`src/rtl/fetch_unit_if.sv`:
```
// Fetch-stage bus bundle: the instruction-memory port, the control inputs and the IR
// handshake toward decode.
interface fetch_unit_if #(
   parameter int ADDR_W  = 16,
   parameter int INSTR_W = 16
);
   logic [ADDR_W-1:0]  imem_addr;
   logic [INSTR_W-1:0] imem_instr;
   logic               stall;
   logic               redirect_valid;
   logic [ADDR_W-1:0]  redirect_target;
   logic               ir_valid;
   logic [INSTR_W-1:0] ir_instr;
   logic [ADDR_W-1:0]  ir_pc;
   logic               ir_ready;
   logic               halted;

   // fetch unit side
   modport slave (
      output imem_addr, ir_valid, ir_instr, ir_pc, halted,
      input  imem_instr, stall, redirect_valid, redirect_target, ir_ready
   );

   // memory/control/decode side
   modport master (
      input  imem_addr, ir_valid, ir_instr, ir_pc, halted,
      output imem_instr, stall, redirect_valid, redirect_target, ir_ready
   );
endinterface

```
`src/rtl/fetch_unit.sv`:
```
// Instruction fetch stage: PC, IR with valid/ready toward decode, stall, redirect/flush
// and halt-on-word.
module fetch_unit #(
   parameter int                ADDR_W     = 16,
   parameter int                INSTR_W    = 16,
   parameter logic [ADDR_W-1:0]  RESET_PC   = 16'h0000,
   parameter logic [INSTR_W-1:0] HALT_INSTR = 16'hFFFF
) (
   input logic         clk,
   input logic         rst_n,
   fetch_unit_if.slave bus
);

   typedef enum logic [1:0] {BOOT = 2'd0, RUN = 2'd1, HALT = 2'd2} state_t;

   state_t             r_state, w_state_nxt;
   logic [ADDR_W-1:0]  r_pc, w_pc_nxt;
   logic               r_ir_valid, w_ir_valid_nxt;
   logic [INSTR_W-1:0] r_ir_instr, w_ir_instr_nxt;
   logic [ADDR_W-1:0]  r_ir_pc, w_ir_pc_nxt;
   logic               r_halted;

   logic w_fetch_en;
   logic w_drain;
   logic w_is_halt;

   assign w_fetch_en = (r_state == RUN) && !bus.stall && !bus.redirect_valid &&
                       (!r_ir_valid || bus.ir_ready);
   assign w_drain    = r_ir_valid && bus.ir_ready;
   assign w_is_halt  = (bus.imem_instr == HALT_INSTR);

   always_comb begin
      w_state_nxt    = r_state;
      w_pc_nxt       = r_pc;
      w_ir_valid_nxt = r_ir_valid;
      w_ir_instr_nxt = r_ir_instr;
      w_ir_pc_nxt    = r_ir_pc;
      // redirect wins over everything, flushing IR even if decode is taking it
      if (bus.redirect_valid) begin
         w_pc_nxt       = bus.redirect_target;
         w_ir_valid_nxt = 1'b0;
         w_state_nxt    = RUN;
      end else begin
         unique case (r_state)
            BOOT: w_state_nxt = RUN;
            RUN: begin
               if (w_fetch_en) begin
                  w_ir_instr_nxt = bus.imem_instr;
                  w_ir_pc_nxt    = r_pc;
                  w_ir_valid_nxt = 1'b1;
                  if (w_is_halt) w_state_nxt = HALT;
                  else           w_pc_nxt    = r_pc + ADDR_W'(1);
               end else if (w_drain) begin
                  w_ir_valid_nxt = 1'b0;
               end
            end
            HALT: begin
               if (w_drain) w_ir_valid_nxt = 1'b0;
            end
            default: w_state_nxt = BOOT;
         endcase
      end
   end

   always_ff @(posedge clk or negedge rst_n) begin
      if (!rst_n) begin
         r_state    <= BOOT;
         r_pc       <= RESET_PC;
         r_ir_valid <= 1'b0;
         r_ir_instr <= '0;
         r_ir_pc    <= '0;
         r_halted   <= 1'b0;
      end else begin
         r_state    <= w_state_nxt;
         r_pc       <= w_pc_nxt;
         r_ir_valid <= w_ir_valid_nxt;
         r_ir_instr <= w_ir_instr_nxt;
         r_ir_pc    <= w_ir_pc_nxt;
         r_halted   <= (w_state_nxt == HALT);
      end
   end

   assign bus.imem_addr = r_pc;
   assign bus.ir_valid  = r_ir_valid;
   assign bus.ir_instr  = r_ir_instr;
   assign bus.ir_pc     = r_ir_pc;
   assign bus.halted    = r_halted;

endmodule
```
`src/flat_wrapper.sv`:
```
// flat-port wrapper written by rule: the top's interface ports become plain ports
module fetch_unit_flat 
#(
   parameter int                ADDR_W     = 16,
   parameter int                INSTR_W    = 16,
   parameter logic [ADDR_W-1:0]  RESET_PC   = 16'h0000,
   parameter logic [INSTR_W-1:0] HALT_INSTR = 16'hFFFF
)
  (clk, rst_n, bus_imem_addr, bus_ir_valid, bus_ir_instr, bus_ir_pc, bus_halted, bus_imem_instr, bus_stall, bus_redirect_valid, bus_redirect_target, bus_ir_ready);
  fetch_unit_if #(.ADDR_W(ADDR_W), .INSTR_W(INSTR_W)) bus_i ();
  input logic clk;
  input logic rst_n;
  output wire logic [$bits(bus_i.imem_addr)-1:0] bus_imem_addr;
  output wire logic [$bits(bus_i.ir_valid)-1:0] bus_ir_valid;
  output wire logic [$bits(bus_i.ir_instr)-1:0] bus_ir_instr;
  output wire logic [$bits(bus_i.ir_pc)-1:0] bus_ir_pc;
  output wire logic [$bits(bus_i.halted)-1:0] bus_halted;
  input wire logic [$bits(bus_i.imem_instr)-1:0] bus_imem_instr;
  input wire logic [$bits(bus_i.stall)-1:0] bus_stall;
  input wire logic [$bits(bus_i.redirect_valid)-1:0] bus_redirect_valid;
  input wire logic [$bits(bus_i.redirect_target)-1:0] bus_redirect_target;
  input wire logic [$bits(bus_i.ir_ready)-1:0] bus_ir_ready;
  assign bus_imem_addr = bus_i.imem_addr;
  assign bus_ir_valid = bus_i.ir_valid;
  assign bus_ir_instr = bus_i.ir_instr;
  assign bus_ir_pc = bus_i.ir_pc;
  assign bus_halted = bus_i.halted;
  assign bus_i.imem_instr = bus_imem_instr;
  assign bus_i.stall = bus_stall;
  assign bus_i.redirect_valid = bus_redirect_valid;
  assign bus_i.redirect_target = bus_redirect_target;
  assign bus_i.ir_ready = bus_ir_ready;
  fetch_unit #(.ADDR_W(ADDR_W), .INSTR_W(INSTR_W), .RESET_PC(RESET_PC), .HALT_INSTR(HALT_INSTR)) u_core (.clk(clk), .rst_n(rst_n), .bus(bus_i));
endmodule
```
`config.mk`:
```
export PLATFORM = sky130hd
export DESIGN_NAME = fetch_unit_flat
export DESIGN_NICKNAME = d
export VERILOG_FILES = /design/src/rtl/fetch_unit_if.sv /design/src/rtl/fetch_unit.sv /design/src/flat_wrapper.sv
export SDC_FILE = /design/constraint.sdc
export NUM_CORES = 1
export LEC_CHECK = 0
export ABC_CLOCK_PERIOD_IN_PS = 2220
export CAP_MARGIN = 10
export CORE_MARGIN = 5
export CORE_UTILIZATION = 44
export DETAILED_ROUTE_END_ITERATION = 10
export PLACE_DENSITY_LB_ADDON = 0.05
export SKIP_CTS_REPAIR_TIMING = 1
export SYNTH_ARGS = -nofsm -noshare
export SYNTH_HDL_FRONTEND = slang
export SYNTH_SLANG_ARGS = --single-unit
```
`constraint.sdc`:
```
create_clock -name clk -period 2.22 [get_ports clk]
set_input_delay 0.333 -clock clk [delete_from_list [all_inputs] [get_ports clk]]
set_output_delay 0.333 -clock clk [all_outputs]
set_load 0.02 [all_outputs]
```
# ---- Yosys cells after proc, flatten, opt, wreduce, memory -nomap -nowiden
# Index checks and enable logic that the tools add are counted.
dict set report classes {
  n_reduce_logical 14
  n_eq_ne 5
  n_addsub 1
  order_cmp 0
  shifts 0
  n_div 0
  n_mul 0
  bitwise_logic 1
  muxes 12
}
# op n
set op_table {}
lappend op_table {{$mux W16} 4}
lappend op_table {{$add A16 B1 Y16 const B} 1}
lappend op_table {{$eq A16 B16 Y1 const B} 1}
lappend op_table {{$mux W2} 3}
lappend op_table {{$pmux W2 S3} 1}
lappend op_table {{$reduce_and A3 Y1} 2}
lappend op_table {{$eq A2 B2 Y1 const B} 2}
lappend op_table {{$logic_and A1 B1 Y1} 4}
lappend op_table {{$reduce_bool A2 Y1} 2}
lappend op_table {{$logic_not A1 Y1} 3}
lappend op_table {{$mux W1} 3}
lappend op_table {{$reduce_bool A3 Y1} 1}
lappend op_table {{$eq A2 B1 Y1 const B} 1}
lappend op_table {{$logic_not A2 Y1} 1}
lappend op_table {{$ne A2 B2 Y1 const B} 1}
lappend op_table {{$pmux W1 S2} 1}
lappend op_table {{$logic_or A1 B1 Y1} 1}
lappend op_table {{$not A1 Y1} 1}
dict set report totals {
  wordCells 39
  ramBits 0
  mem_count 0
  latchBits 0
  input_bits 37
  reg_bits 52
  romBits 0
  output_inout_bits 50
}

# ---- Logic depth before layout (Yosys ltp)
dict set report logic_depth {
  ltp_word 8
  mapped_depth 7
  ltp_nobuf 6
}

# ---- Worst setup path before layout
# Ideal clock, no wire load.
dict set report synth_path {
  path_type {flip-flop to flip-flop}
  from {register u_core.r_pc[0] (netlist: u_core.bus.imem_addr[0])}
  to {register u_core.r_pc[15] (netlist: u_core.bus.imem_addr[15])}
  period_less_slack_ns 1.903
  slack_ns 0.317
  t_arrival_ns 1.834
  path_stages_with_launch 6
  path_buffers 0
  setup_time_ns 0.069
  required_time_ns 2.151
  path_cell_list {dfrtp_1 > nand2_1 > or3_4 > or3_4 > or4_1 > nand3_1}
}
dict set report synth_via {
  elab_chain_cells 5
}
# element line
set synth_rtl {}
lappend synth_rtl {{start, declared} fetch_unit.sv:17} ;# logic [ADDR_W-1:0] r_pc, w_pc_nxt;
lappend synth_rtl {{start signal, assigned} fetch_unit.sv:75} ;# r_pc <= w_pc_nxt;
lappend synth_rtl {{$add A16 B1 Y16} fetch_unit.sv:52} ;# else w_pc_nxt = r_pc + ADDR_W'(1);
lappend synth_rtl {{$mux W16} fetch_unit.sv:51} ;# if (w_is_halt) w_state_nxt = HALT;
lappend synth_rtl {{$mux W16} fetch_unit.sv:47} ;# if (w_fetch_en) begin
lappend synth_rtl {{$mux W16} fetch_unit.sv:44} ;# unique case (r_state)
lappend synth_rtl {{$mux W16} fetch_unit.sv:39} ;# if (bus.redirect_valid) begin
# Every way passes these cells. The select of a mux whose other input is x is not followed.
# A chain may end at the register's enable or synchronous reset.

# ---- Worst setup path in the final report
dict set report layout_path {
  from {input bus_imem_instr[7]}
  to {register u_core.r_pc[6] (netlist: u_core.bus.imem_addr[6])}
}
dict set report layout_via {
  elab_chain_cells 3
}
# element line
set layout_rtl {}
lappend layout_rtl {{start, declared} flat_wrapper.sv:18} ;# input wire logic [$bits(bus_i.imem_instr)-1:0] bus_imem_instr;
lappend layout_rtl {{$eq A16 B16 Y1} fetch_unit.sv:30} ;# assign w_is_halt = (bus.imem_instr == HALT_INSTR);
lappend layout_rtl {{$ne A2 B2 Y1 (no line)} --}
lappend layout_rtl {{$reduce_and A3 Y1 (no line)} --}
# Every way passes these cells.

==> impl_metrics.json <==
{
  "status": "completed",
  "hold_violations": 0,
  "path_cells": "clkdlybuf4s50_1 > nand4_1 > nor4_4 > or2_1 > o21ai_0 > a221o_1",
  "final_nets": 335,
  "area_delta_synth_final_pct": 46.87,
  "numCtsBuffers": 5,
  "p_leak_nw": 1.422,
  "coreArea_um2": 5140,
  "drt-pass1-iter-count": 4,
  "pwr_density_cell_nw_per_um2": 739.4,
  "cts_tree": "built",
  "crit_path_start_kind": "primary input",
  "routed_via_density": 5.334,
  "htree_levels": 2,
  "drive_above_1_share": 0.1980,
  "ant_nets": 0,
  "yosys_register_bits": 52,
  "yosys_warnings": 0,
  "dpl_cell_area_um2": 3372,
  "cts_sinks": 52,
  "yosysMostFrequentCell": "dfrtp_1",
  "ys_seq_area_frac": 0.5520,
  "n_antenna_cell": 0,
  "yosys.area_share.simple": 0.1428,
  "grt_pass1_wl_um": 10340,
  "skew_ns": 0.003085,
  "synth_top_area_share": 0.5520,
  "slew_viol_final": 0,
  "fin_util": 0.6736,
  "hp-class": "primary input to async pin",
  "irDropWorstVdd_mv": 0.4051,
  "drt_iter0_drc": 117,
  "max_freq_mhz": 481.2,
  "die_y_um": 83.20,
  "rows": 26,
  "fin_crit_sh": 0.9361,
  "start_util": 0.4586,
  "path_buf_inv": 1,
  "critical-path-top-delay-family": "simple AND/OR/NAND/NOR gates",
  "muxShareOfSynthArea": 0.1476,
  "stdcell_area_um2": 3462,
  "tightest_slew_ns": 0.5571,
  "synth_top_family_by_area": "multiplexers",
  "wire_per_inst_um": 15.98,
  "reg2regPathDepth": 6,
  "grt_max_degree": 30,
  "crit_path_end_kind": "register",
  "cp_data_arrival_time_ns": 2.26,
  "antenna_found_initial": 0,
  "cpPeakStageDelay_ns": 0.47,
  "r2r-start": "u_core.r_state[0]",
  "dp_hpwl_um": 4468,
  "finalCriticalPeriod_ns": 2.078,
  "maxCapViolations": 0,
  "r2r_slack_ns": 0.28,
  "grtUsageTotal": 0.1820,
  "die_w_um": 83.20,
  "gp_congestion": 0.7915,
  "ys_types": 47,
  "top_level_ports": 87,
  "fillers": 439,
  "setup_violations": 0,
  "io_buffers": 86,
  "cts_root_buf": "clkbuf_8",
  "insertion_delay_ns": 0.29,
  "first_global_vias": 2000,
  "crit_type": "primary input to register",
  "synth_compound_area_frac": 0.1226,
  "synth_top_cell_by_area": "dfrtp_1",
  "syn_inst": 201,
  "synth_edf_count": 0,
  "slew_headroom": 0.6286,
  "grt_overflow": 0,
  "synth_ff_type": "dfrtp_1",
  "power.total_mw": 2.560,
  "rsz0062_at_grt": "false",
  "route.detailed.drc": 0,
  "synth.avg_cell_area_um2": 11.73,
  "path_max_fanout": 16,
  "worstPathRequired_ns": 2.40,
  "synth_adder_area_share": 0.005308,
  "synth_xor_area_frac": 0.003715,
  "synth-async-reset-ratio": 1.000,
  "worstReg2RegEnd": "u_core.bus.imem_addr[6]",
  "clockBufferDepth": 2,
  "synthesis.nets": 239,
  "synth.top_cells.by_count": "dfrtp_1, mux2_2, nand2_1, o21ai_0, nor2_1",
  "clk_pin_slew_ns": 0.09,
  "wirelength_um": 5881,
  "syn_area_um2": 2357,
  "die_area_um2": 6921,
  "cp_slowest_cell": "clkdlybuf4s50_1",
  "synthTopCellsByArea": "dfrtp_1, mux2_2, o21ai_0",
  "vias": 1963
}
[registers in the layout (all words and copies together), names as in the netlist]
name                  cells
u_core.bus.ir_valid       1
u_core.bus.imem_addr     16
u_core.bus.ir_instr      16
u_core.r_state            2
u_core.bus.halted         1
u_core.bus.ir_pc         16
[metal layers]
| layer | GRT usage | vias to the layer above | routed length (um) |
|---|---|---|---|
| met5 | 0 | - | 0 |
| met4 | 0.04160 | 0 | 50 |
| met3 | 0.05347 | 6 | 338 |
| met2 | 0.2988 | 52 | 2836 |
| met1 | 0.2378 | 971 | 2656 |
| li1 | - | 934 | - |
[where the power goes]
| part | total, mW | leakage, nW | internal (mW) | switching [mW] |
|---|---|---|---|---|
| sequential | 1.19 | 0.619 | 1.09 | 0.0990 |
| combinational | 0.828 | 0.757 | 0.444 | 0.384 |
| clock | 0.542 | 0.0455 | 0.255 | 0.287 |
| total | 2.56 | 1.42 | 1.79 | 0.771 |
[worst max path at each step]
stage	slack [ns]	cells after the start	from	to
final	0.14	6	bus_imem_instr[7]	u_core.bus.imem_addr[6]
after detailed placement	-0.17	6	bus_imem_instr[7]	u_core.bus.imem_addr[6]
after CTS	0.15	6	bus_imem_instr[7]	u_core.bus.imem_addr[6]
after floorplan	0.32	5	u_core.bus.imem_addr[0]	u_core.bus.imem_addr[15]
after global routing	0.03	6	bus_imem_instr[13]	u_core.bus.imem_addr[6]
after global placement	-0.06	6	bus_imem_instr[7]	u_core.bus.imem_addr[6]
[cell families (layout without fill, tap and decap cells)]
group           after synthesis  count (layout)
fa+ha+maj                     1               1
simple gates                 61              61
xor+xnor                      1               1
mux                          31              31
buf+inv                      14             111
compound gates               41              41
flops                        52              52
[area by class of cell]
| class | instances | area (um2) | share of cell area |
|---|---|---|---|
| sequential | 52 | 1301 | 0.3759 |
| tap | 70 | 87.58 | 0.02530 |
| clock buffer | 8 | 90.09 | 0.02602 |
| multi-input combinational | 135 | 1006 | 0.2906 |
| inverter | 5 | 18.77 | 0.005421 |
| timing repair buffer | 98 | 958.4 | 0.2768 |
[cell usage in the layout, fill, tap and decap left out, drive strengths merged, types with 3 or more instances in the layout]
master,instances
clkbuf,8
mux2,30
buf,13
clkdlybuf4s50,85
nor2,11
and3,3
nand2,18
a221o,4
nor3,3
inv,5
o21ai,17
dfrtp,52
nand3,8
nand4,5
[through the flow]
| stage | instances | setup WS, ns | TNS (ns) | hold WS [ns] |
|---|---|---|---|---|
| 2_1_floorplan | 201 | 0.3167 | 0 | 0.03741 |
| 3_3_place_gp | 360 | -0.06015 | -0.2365 | 0.3509 |
| 3_5_place_dp | 360 | -0.1733 | -0.6507 | 0.3521 |
| 4_1_cts | 368 | 0.1470 | 0 | 0.02422 |
| 5_1_grt | 368 | 0.03078 | 0 | 0.05187 |
| 6_report | 368 | 0.1419 | 0 | 0.01443 |
[worst register-to-register path: stages (launching register included)]
cell and delay [ns]:
dfrtp_1 0.41, nor4b_1 0.15, buf_4 0.14, o21ai_4 0.12
or2_1 0.48, o21ai_0 0.22, a221o_1 0.32
Note: power is estimated with default switching activity, not from simulation.
